==> src/rtl/avm_ctrl_pkg.sv <==
// Shared types and constants for the Avalon-MM master sequencer.
// Mode/state encodings, error codes and the OKAY response value.
package avm_ctrl_pkg;

  typedef enum logic [1:0] {
    MODE_BULK_RD = 2'b00,
    MODE_SWR     = 2'b01,
    MODE_SRD     = 2'b10,
    MODE_BULK_WR = 2'b11
  } mode_e;

  typedef enum logic [2:0] {
    IDLE  = 3'd0,
    FETCH = 3'd1,
    LOAD  = 3'd2,
    RD    = 3'd3,
    WR    = 3'd4,
    NEXT  = 3'd5,
    DONE  = 3'd6
  } state_e;

  localparam logic [1:0] ERR_NONE    = 2'b00;
  localparam logic [1:0] ERR_SLAVE   = 2'b01;
  localparam logic [1:0] ERR_TIMEOUT = 2'b10;
  localparam logic [1:0] ERR_ILLEGAL = 2'b11;

  localparam logic [1:0] AVM_RESP_OKAY = 2'b00;

  function automatic logic is_bulk(input mode_e m);
    return (m == MODE_BULK_RD) || (m == MODE_BULK_WR);
  endfunction

  function automatic logic is_read(input mode_e m);
    return (m == MODE_BULK_RD) || (m == MODE_SRD);
  endfunction

endpackage

==> src/rtl/avm_wait_timer.sv <==
// Waitrequest timeout counter: counts cycles while run is high,
// clears when run drops; expired flags the TO_CYC-th stalled cycle.
module avm_wait_timer #(
  parameter int TO_CYC = 1024
) (
  input  logic clk,
  input  logic rst_n,
  input  logic run,
  output logic expired
);

  localparam int CW = $clog2(TO_CYC + 1);

  logic [CW-1:0] cnt_q;

  always_ff @(posedge clk or negedge rst_n) begin
    if (!rst_n) begin
      cnt_q <= '0;
    end else if (run) begin
      cnt_q <= cnt_q + 1'b1;
    end else begin
      cnt_q <= '0;
    end
  end

  assign expired = run && (cnt_q == CW'(TO_CYC - 1));

endmodule

==> src/rtl/avm_master_ctrl.sv <==
// Avalon-MM master sequencer: bulk/single read and write with beat retry.
// Define AVM_TIMEOUT_EN to abort on a waitrequest stall of TO_CYC cycles.
module avm_master_ctrl
  import avm_ctrl_pkg::*;
#(
  parameter int AW        = 16,
  parameter int DW        = 32,
  parameter int LAW       = 8,
  parameter int MAX_RETRY = 2,
  parameter int TO_CYC    = 1024
) (
  input  logic           clk_50,
  input  logic           reset_n,
  input  logic           req_new,
  input  logic [1:0]     req_mode,
  input  logic [AW-1:0]  req_addr,
  input  logic [DW-1:0]  req_wdata,
  output logic           req_busy,
  output logic           req_done,
  output logic [DW-1:0]  req_rdata,
  output logic           err,
  output logic [1:0]     err_code,
  output logic [LAW-1:0] lram_addr,
  output logic [DW-1:0]  lram_wdata,
  output logic           lram_we,
  input  logic [DW-1:0]  lram_rdata,
  output logic [AW-1:0]  avm_addr,
  output logic           avm_read,
  output logic           avm_write,
  output logic [DW-1:0]  avm_wdata,
  input  logic [DW-1:0]  avm_rdata,
  input  logic           avm_wait,
  input  logic [1:0]     avm_resp
);

  localparam int RW = $clog2(MAX_RETRY + 2);

  if (TO_CYC < 1) begin : g_bad_to
    $error("avm_master_ctrl: TO_CYC must be at least 1");
  end

  state_e          state_q, state_d;
  mode_e           mode_q;
  logic [AW-1:0]   base_q;
  logic [LAW-1:0]  idx_q;
  logic [RW-1:0]   retry_q;
  logic [DW-1:0]   wdata_q;
  logic [DW-1:0]   cap_q;
  logic [1:0]      resp_q;
  logic [DW-1:0]   rdata_q;
  logic            err_q;
  logic [1:0]      code_q;

  logic strobe;
  logic last;
  logic resp_ok;
  logic can_retry;
  logic to_exp;

  assign strobe    = (state_q == RD) || (state_q == WR);
  assign last      = !is_bulk(mode_q) || (idx_q == '1);
  assign resp_ok   = (resp_q == AVM_RESP_OKAY);
  assign can_retry = (retry_q < RW'(MAX_RETRY));

`ifdef AVM_TIMEOUT_EN
  avm_wait_timer #(
    .TO_CYC (TO_CYC)
  ) u_wait_timer (
    .clk     (clk_50),
    .rst_n   (reset_n),
    .run     (strobe && avm_wait),
    .expired (to_exp)
  );
`else
  // no abort path: a stalled slave is waited on indefinitely
  assign to_exp = 1'b0;
`endif

  always_comb begin
    state_d = state_q;
    case (state_q)
      IDLE: begin
        if (req_new) begin
          case (mode_e'(req_mode))
            MODE_BULK_WR: state_d = FETCH;
            MODE_SWR:     state_d = WR;
            MODE_BULK_RD: state_d = RD;
            MODE_SRD:     state_d = RD;
            default:      state_d = IDLE;
          endcase
        end
      end
      FETCH: state_d = LOAD;
      LOAD:  state_d = WR;
      RD, WR: begin
        if (!avm_wait) begin
          state_d = NEXT;
        end else if (to_exp) begin
          state_d = DONE;
        end
      end
      NEXT: begin
        // a retried write reuses the held data, no re-fetch
        if (!resp_ok) begin
          if (can_retry) begin
            state_d = is_read(mode_q) ? RD : WR;
          end else begin
            state_d = DONE;
          end
        end else if (last) begin
          state_d = DONE;
        end else begin
          state_d = (mode_q == MODE_BULK_WR) ? FETCH : RD;
        end
      end
      DONE: begin
        if (!req_new) begin
          state_d = IDLE;
        end
      end
      default: state_d = IDLE;
    endcase
  end

  always_ff @(posedge clk_50 or negedge reset_n) begin
    if (!reset_n) begin
      state_q <= IDLE;
      mode_q  <= MODE_BULK_RD;
      base_q  <= '0;
      idx_q   <= '0;
      retry_q <= '0;
      wdata_q <= '0;
      cap_q   <= '0;
      resp_q  <= AVM_RESP_OKAY;
      rdata_q <= '0;
      err_q   <= 1'b0;
      code_q  <= ERR_NONE;
    end else begin
      state_q <= state_d;
      case (state_q)
        IDLE: begin
          if (req_new) begin
            mode_q  <= mode_e'(req_mode);
            base_q  <= req_addr;
            wdata_q <= req_wdata;
            idx_q   <= '0;
            retry_q <= '0;
            err_q   <= 1'b0;
            code_q  <= ERR_NONE;
          end
        end
        FETCH: ;
        LOAD: wdata_q <= lram_rdata;
        RD, WR: begin
          if (!avm_wait) begin
            cap_q  <= avm_rdata;
            resp_q <= avm_resp;
          end else if (to_exp) begin
            err_q  <= 1'b1;
            code_q <= ERR_TIMEOUT;
          end
        end
        NEXT: begin
          if (!resp_ok) begin
            if (can_retry) begin
              retry_q <= retry_q + 1'b1;
            end else begin
              err_q  <= 1'b1;
              code_q <= ERR_SLAVE;
            end
          end else begin
            retry_q <= '0;
            if (mode_q == MODE_SRD) begin
              rdata_q <= cap_q;
            end
            if (!last) begin
              idx_q <= idx_q + 1'b1;
            end
          end
        end
        DONE: begin
          if (!req_new) begin
            err_q  <= 1'b0;
            code_q <= ERR_NONE;
          end
        end
        default: begin
          idx_q   <= '0;
          retry_q <= '0;
          err_q   <= 1'b0;
          code_q  <= ERR_ILLEGAL;
        end
      endcase
    end
  end

  assign req_busy   = (state_q == FETCH) || (state_q == LOAD) ||
                      strobe || (state_q == NEXT);
  assign req_done   = (state_q == DONE);
  assign req_rdata  = rdata_q;
  assign err        = err_q;
  assign err_code   = code_q;

  assign lram_addr  = idx_q;
  assign lram_wdata = cap_q;
  assign lram_we    = (state_q == NEXT) && (mode_q == MODE_BULK_RD) &&
                      resp_ok;

  assign avm_read   = (state_q == RD);
  assign avm_write  = (state_q == WR);
  assign avm_wdata  = wdata_q;
  assign avm_addr   = !strobe          ? '0 :
                      is_bulk(mode_q)  ? base_q + AW'(idx_q) :
                                         base_q;

endmodule
==> config.mk <==
export PLATFORM = sky130hd
export DESIGN_NAME = avm_master_ctrl
export DESIGN_NICKNAME = d
export VERILOG_FILES = /design/src/rtl/avm_ctrl_pkg.sv /design/src/rtl/avm_wait_timer.sv /design/src/rtl/avm_master_ctrl.sv
export SDC_FILE = /design/constraint.sdc
export NUM_CORES = 1
export LEC_CHECK = 0
export ABC_AREA = 1
export CELL_PAD_IN_SITES_DETAIL_PLACEMENT = 1
export CELL_PAD_IN_SITES_GLOBAL_PLACEMENT = 1
export CORE_ASPECT_RATIO = 1.25
export CORE_MARGIN = 5
export CORE_UTILIZATION = 32
export DETAILED_ROUTE_END_ITERATION = 12
export GPL_ROUTABILITY_DRIVEN = 0
export HOLD_SLACK_MARGIN = 0.1
export PLACE_DENSITY_LB_ADDON = 0.15
export SYNTH_ARGS = -nofsm -noshare
export SYNTH_HDL_FRONTEND = slang
export SYNTH_SLANG_ARGS = --single-unit
==> constraint.sdc <==
create_clock -name clk_50 -period 2.9 [get_ports clk_50]
set_input_delay 0.58 -clock clk_50 [delete_from_list [all_inputs] [get_ports clk_50]]
set_output_delay 0.58 -clock clk_50 [all_outputs]
set_load 0.01 [all_outputs]
==> impl_results.md <==
* Final slew viol count at 0
* Htree depth at 4
* Placeable Area at 20,000 um2
* Final HPWL DP at 15,700 um
* Cell Area, Synth at approximately 6500 um2
* Maximum root-to-sink buffer count at 2
* First-pass GRT wire length at 33,200 um
* Clock-pin slew on the worst setup and hold paths at roughly 0.060 ns
* PortBufs at 247
* Top_reg_cell synth: dfrtp_1
* Worst path max stage delay at ~0.4 ns
* Nets at roughly 1,200
* Syn nets at approximately 900
* Gr ovfl total at 0
* Yosys warnings at 0
* Area Overhead vs Synth at 55.5%
* TritonRoute pass-1 iters at 4
* Final Cycle Share at a little under 100%
* Area contributors post-synth: dfrtp_1 51%, nand2_1 12%, nor2_1 5.7%
* Num CTS Buffers at 17
* Post-CTS Hold Buffers at 0
* Post-synth top cells: 211 x nand2_1, 132 x dfrtp_1, 98 x nor2_1, 74 x inv_1, 47 x a21oi_1
* Top-count cell post-synth: nand2_1
* Setup violators final at 0
* Vias at 6,142
* Place WS at about 0.027 ns
* Asr flop ratio synth at between 90% and 100%
* Vias in the first global route at around 6,400
* Drt via density at ~4.6
* Dpl cell area at 9280 um2
* CTS tree: built
* Tot Pwr at about 0.010 W
* Critical path type: reg2out
* PnR worst setup slack at 0.0566 ns
* Rows at 58
* Flops & latches, synth at approximately 130
* Max Cap Viol at 0
* Starting Density at between 30% and 40%
* Critical path's slowest cell: dfrtp_1
* Top-area cell type share of the netlist area at a little over 50%
* Die Height at 169 um
* Avg Inst Size Synth at ~8.3 um2
* Hold_ws at about 0.14 ns
* Power per cell area at about 1000 nW/um2
* CTS sink cnt at about 130
* Drt total wl at roughly 21,000 um
* Area leader, netlist: dfrtp_1
* DRT antenna net count at 0
* Syn Inst Count at 777
* Total GRT Usage at between 10% and 20%
* Required @ worst endpoint at approximately 2.3 ns
* Status: finished, final reports clean
* CP endpoint kind: output port
* HP Class: in2async
* Fraction of layout cells with a size suffix above 1 at 12.0%
* Wire per inst at 15.9 um
* Register area share after synthesis at between 50 and 60%
* Fin cells at between 1,000 and 1,500
* Placed Cells at 1,283
* Post-synth cell types at 36
* Sequence of cells on the critical path: ha_2 -> fa_2 -> nand3_2 -> nand2_2 -> nand2_2 -> nand2_4 -> nand3b_1 -> nand2_1 -> nand2_1 -> nor2_1 -> dlygate4sd2_1
* LEAKAGE at ~4.8 nW
* Initial DRC count at 234
* Fin. Hold Viols at 0
* Largest net degree at the start of global routing at 65
* Peak supply drop at approximately 0.00043 V
* Crit start category: register
* Initial antenna violation count at 1
* Residual DRC at 0
* Width of the chip at about 140 um
* Fmax achieved at around 0.35 GHz
* I/O pin count at ~250
* Number of synthesized flops with an enable pin at 0
* Critical Path AT at 2.26 ns
* Slew HR at between 50 and 60%
* Final Critical Period at 2.84 ns
* Post-route design area at 10,100 um2
* Worst-Margin Slew at about 0.68 ns
* CTS root buf: clkbuf_16
* Fin Clk Skew at between 0.01 and 0.015 ns
* Unrepaired setup endpoints after global routing: true
* Clk Latency, worst-skew pair at 0.42 ns
* Critical Path Fanout Max at 7
* Die area at about 23,000 um2
-- flip-flops by register name (all words and copies together) (netlist names) --
register    flops
avm_wdata      32
lram_wdata     32
req_rdata      32
base_q         16
lram_addr       8
state_q         3
err_code        2
mode_q          2
resp_q          2
retry_q         2
err             1
-- stage by stage --
| step | util [%] | TNS (ns) |
|---|---|---|
| 2_1_floorplan | - | 0 |
| 3_3_place_gp | 46.3 | 0 |
| 3_5_place_dp | 46.3 | 0 |
| 4_1_cts | 50.1 | -0.00641 |
| 5_1_grt | 50.2 | -0.0575 |
| 6_report | 50.2 | 0 |
-- worst max-delay path: cells and delay by family (launching register included) --
| kind | cells | cell delay [ns] |
|---|---|---|
| flops | 1 | 0.39 |
| buf+inv | 1 | 0.27 |
| fa+ha+maj | 2 | 0.58 |
| simple gates | 8 | 0.62 |
-- placed cells by master (no fill, tap or decap), types with 4 or more instances in the layout --
master	count
dfrtp_1	129
inv_8	5
nand4_1	6
xor2_1	5
ha_4	7
clkdlybuf4s50_1	230
inv_2	10
o21ai_1	39
nor2_1	96
nand2_2	9
a31oi_1	33
inv_1	71
clkdlybuf4s15_1	4
buf_4	26
dlygate4sd2_1	7
nand3_1	29
ha_1	4
nand2_4	4
o21ai_0	7
mux2_1	4
clkbuf_16	17
a21oi_1	46
mux2_4	10
nand2_1	203
nand3_2	5
inv_6	4
-- where the power goes --
part / total (W) / internal (W) / switching [W]
Combinational: 0.00494 / 0.00237 / 0.00257
Clock: 0.00215 / 0.00123 / 0.000924
Sequential: 0.00311 / 0.00260 / 0.000507
-- logic make-up after synthesis --
group,after synthesis,synth area share (%)
AOI/OAI and AO/OA,131,11.0
xor gates and xnor gates,7,0.948
adders and majority gates,13,2.63
buffers and inverters,114,7.68
DFF,132,51.1
muxes,16,3.36
and+or+nand+nor,364,23.3
-- final cells by class --
class	instances	area, um2
inverters	81	304
fillers	2400	9970
clock inverters	15	166
repair buffers	276	2710
diodes	1	2.50
well taps	270	338
flip-flops and latches	132	3310
clock buffers	17	425
multi-input cells	531	2810
-- layer usage --
metal | vias up | wire length, um | GRT usage [%]
met1 | 2933 | 8470 | 21.1
met2 | 166 | 10500 | 31.3
met3 | 20 | 1670 | 6.09
met5 | - | 0 | 0
met4 | 0 | 371 | 5.64
li1 | 3023 | - | -
-- timing repair --
action                                 4_1_cts  5_1_grt
buffers inserted                             6        1
setup endpoints to repair                   16       11
endpoints found under the hold margin        0        0
gates resized for setup                     36       20
pin swaps                                    0        4
-- worst paths after layout --
path	end	cells past startpoint	slack (ns)	start
worst max-delay path	avm_addr[14]	11	0.06	base_q[0]
worst min-delay path	lram_wdata[25]	1	0.14	reset_n
worst max register to register	lram_addr[0]	12	0.87	lram_addr[1]
worst min register to register	req_rdata[30]	2	0.49	req_rdata[30]
max in group asynchronous	req_rdata[24]	2	2.05	reset_n
min in group clk_50	req_rdata[30]	2	0.49	req_rdata[30]
No activity file was read; power rests on OpenSTA's default activity.
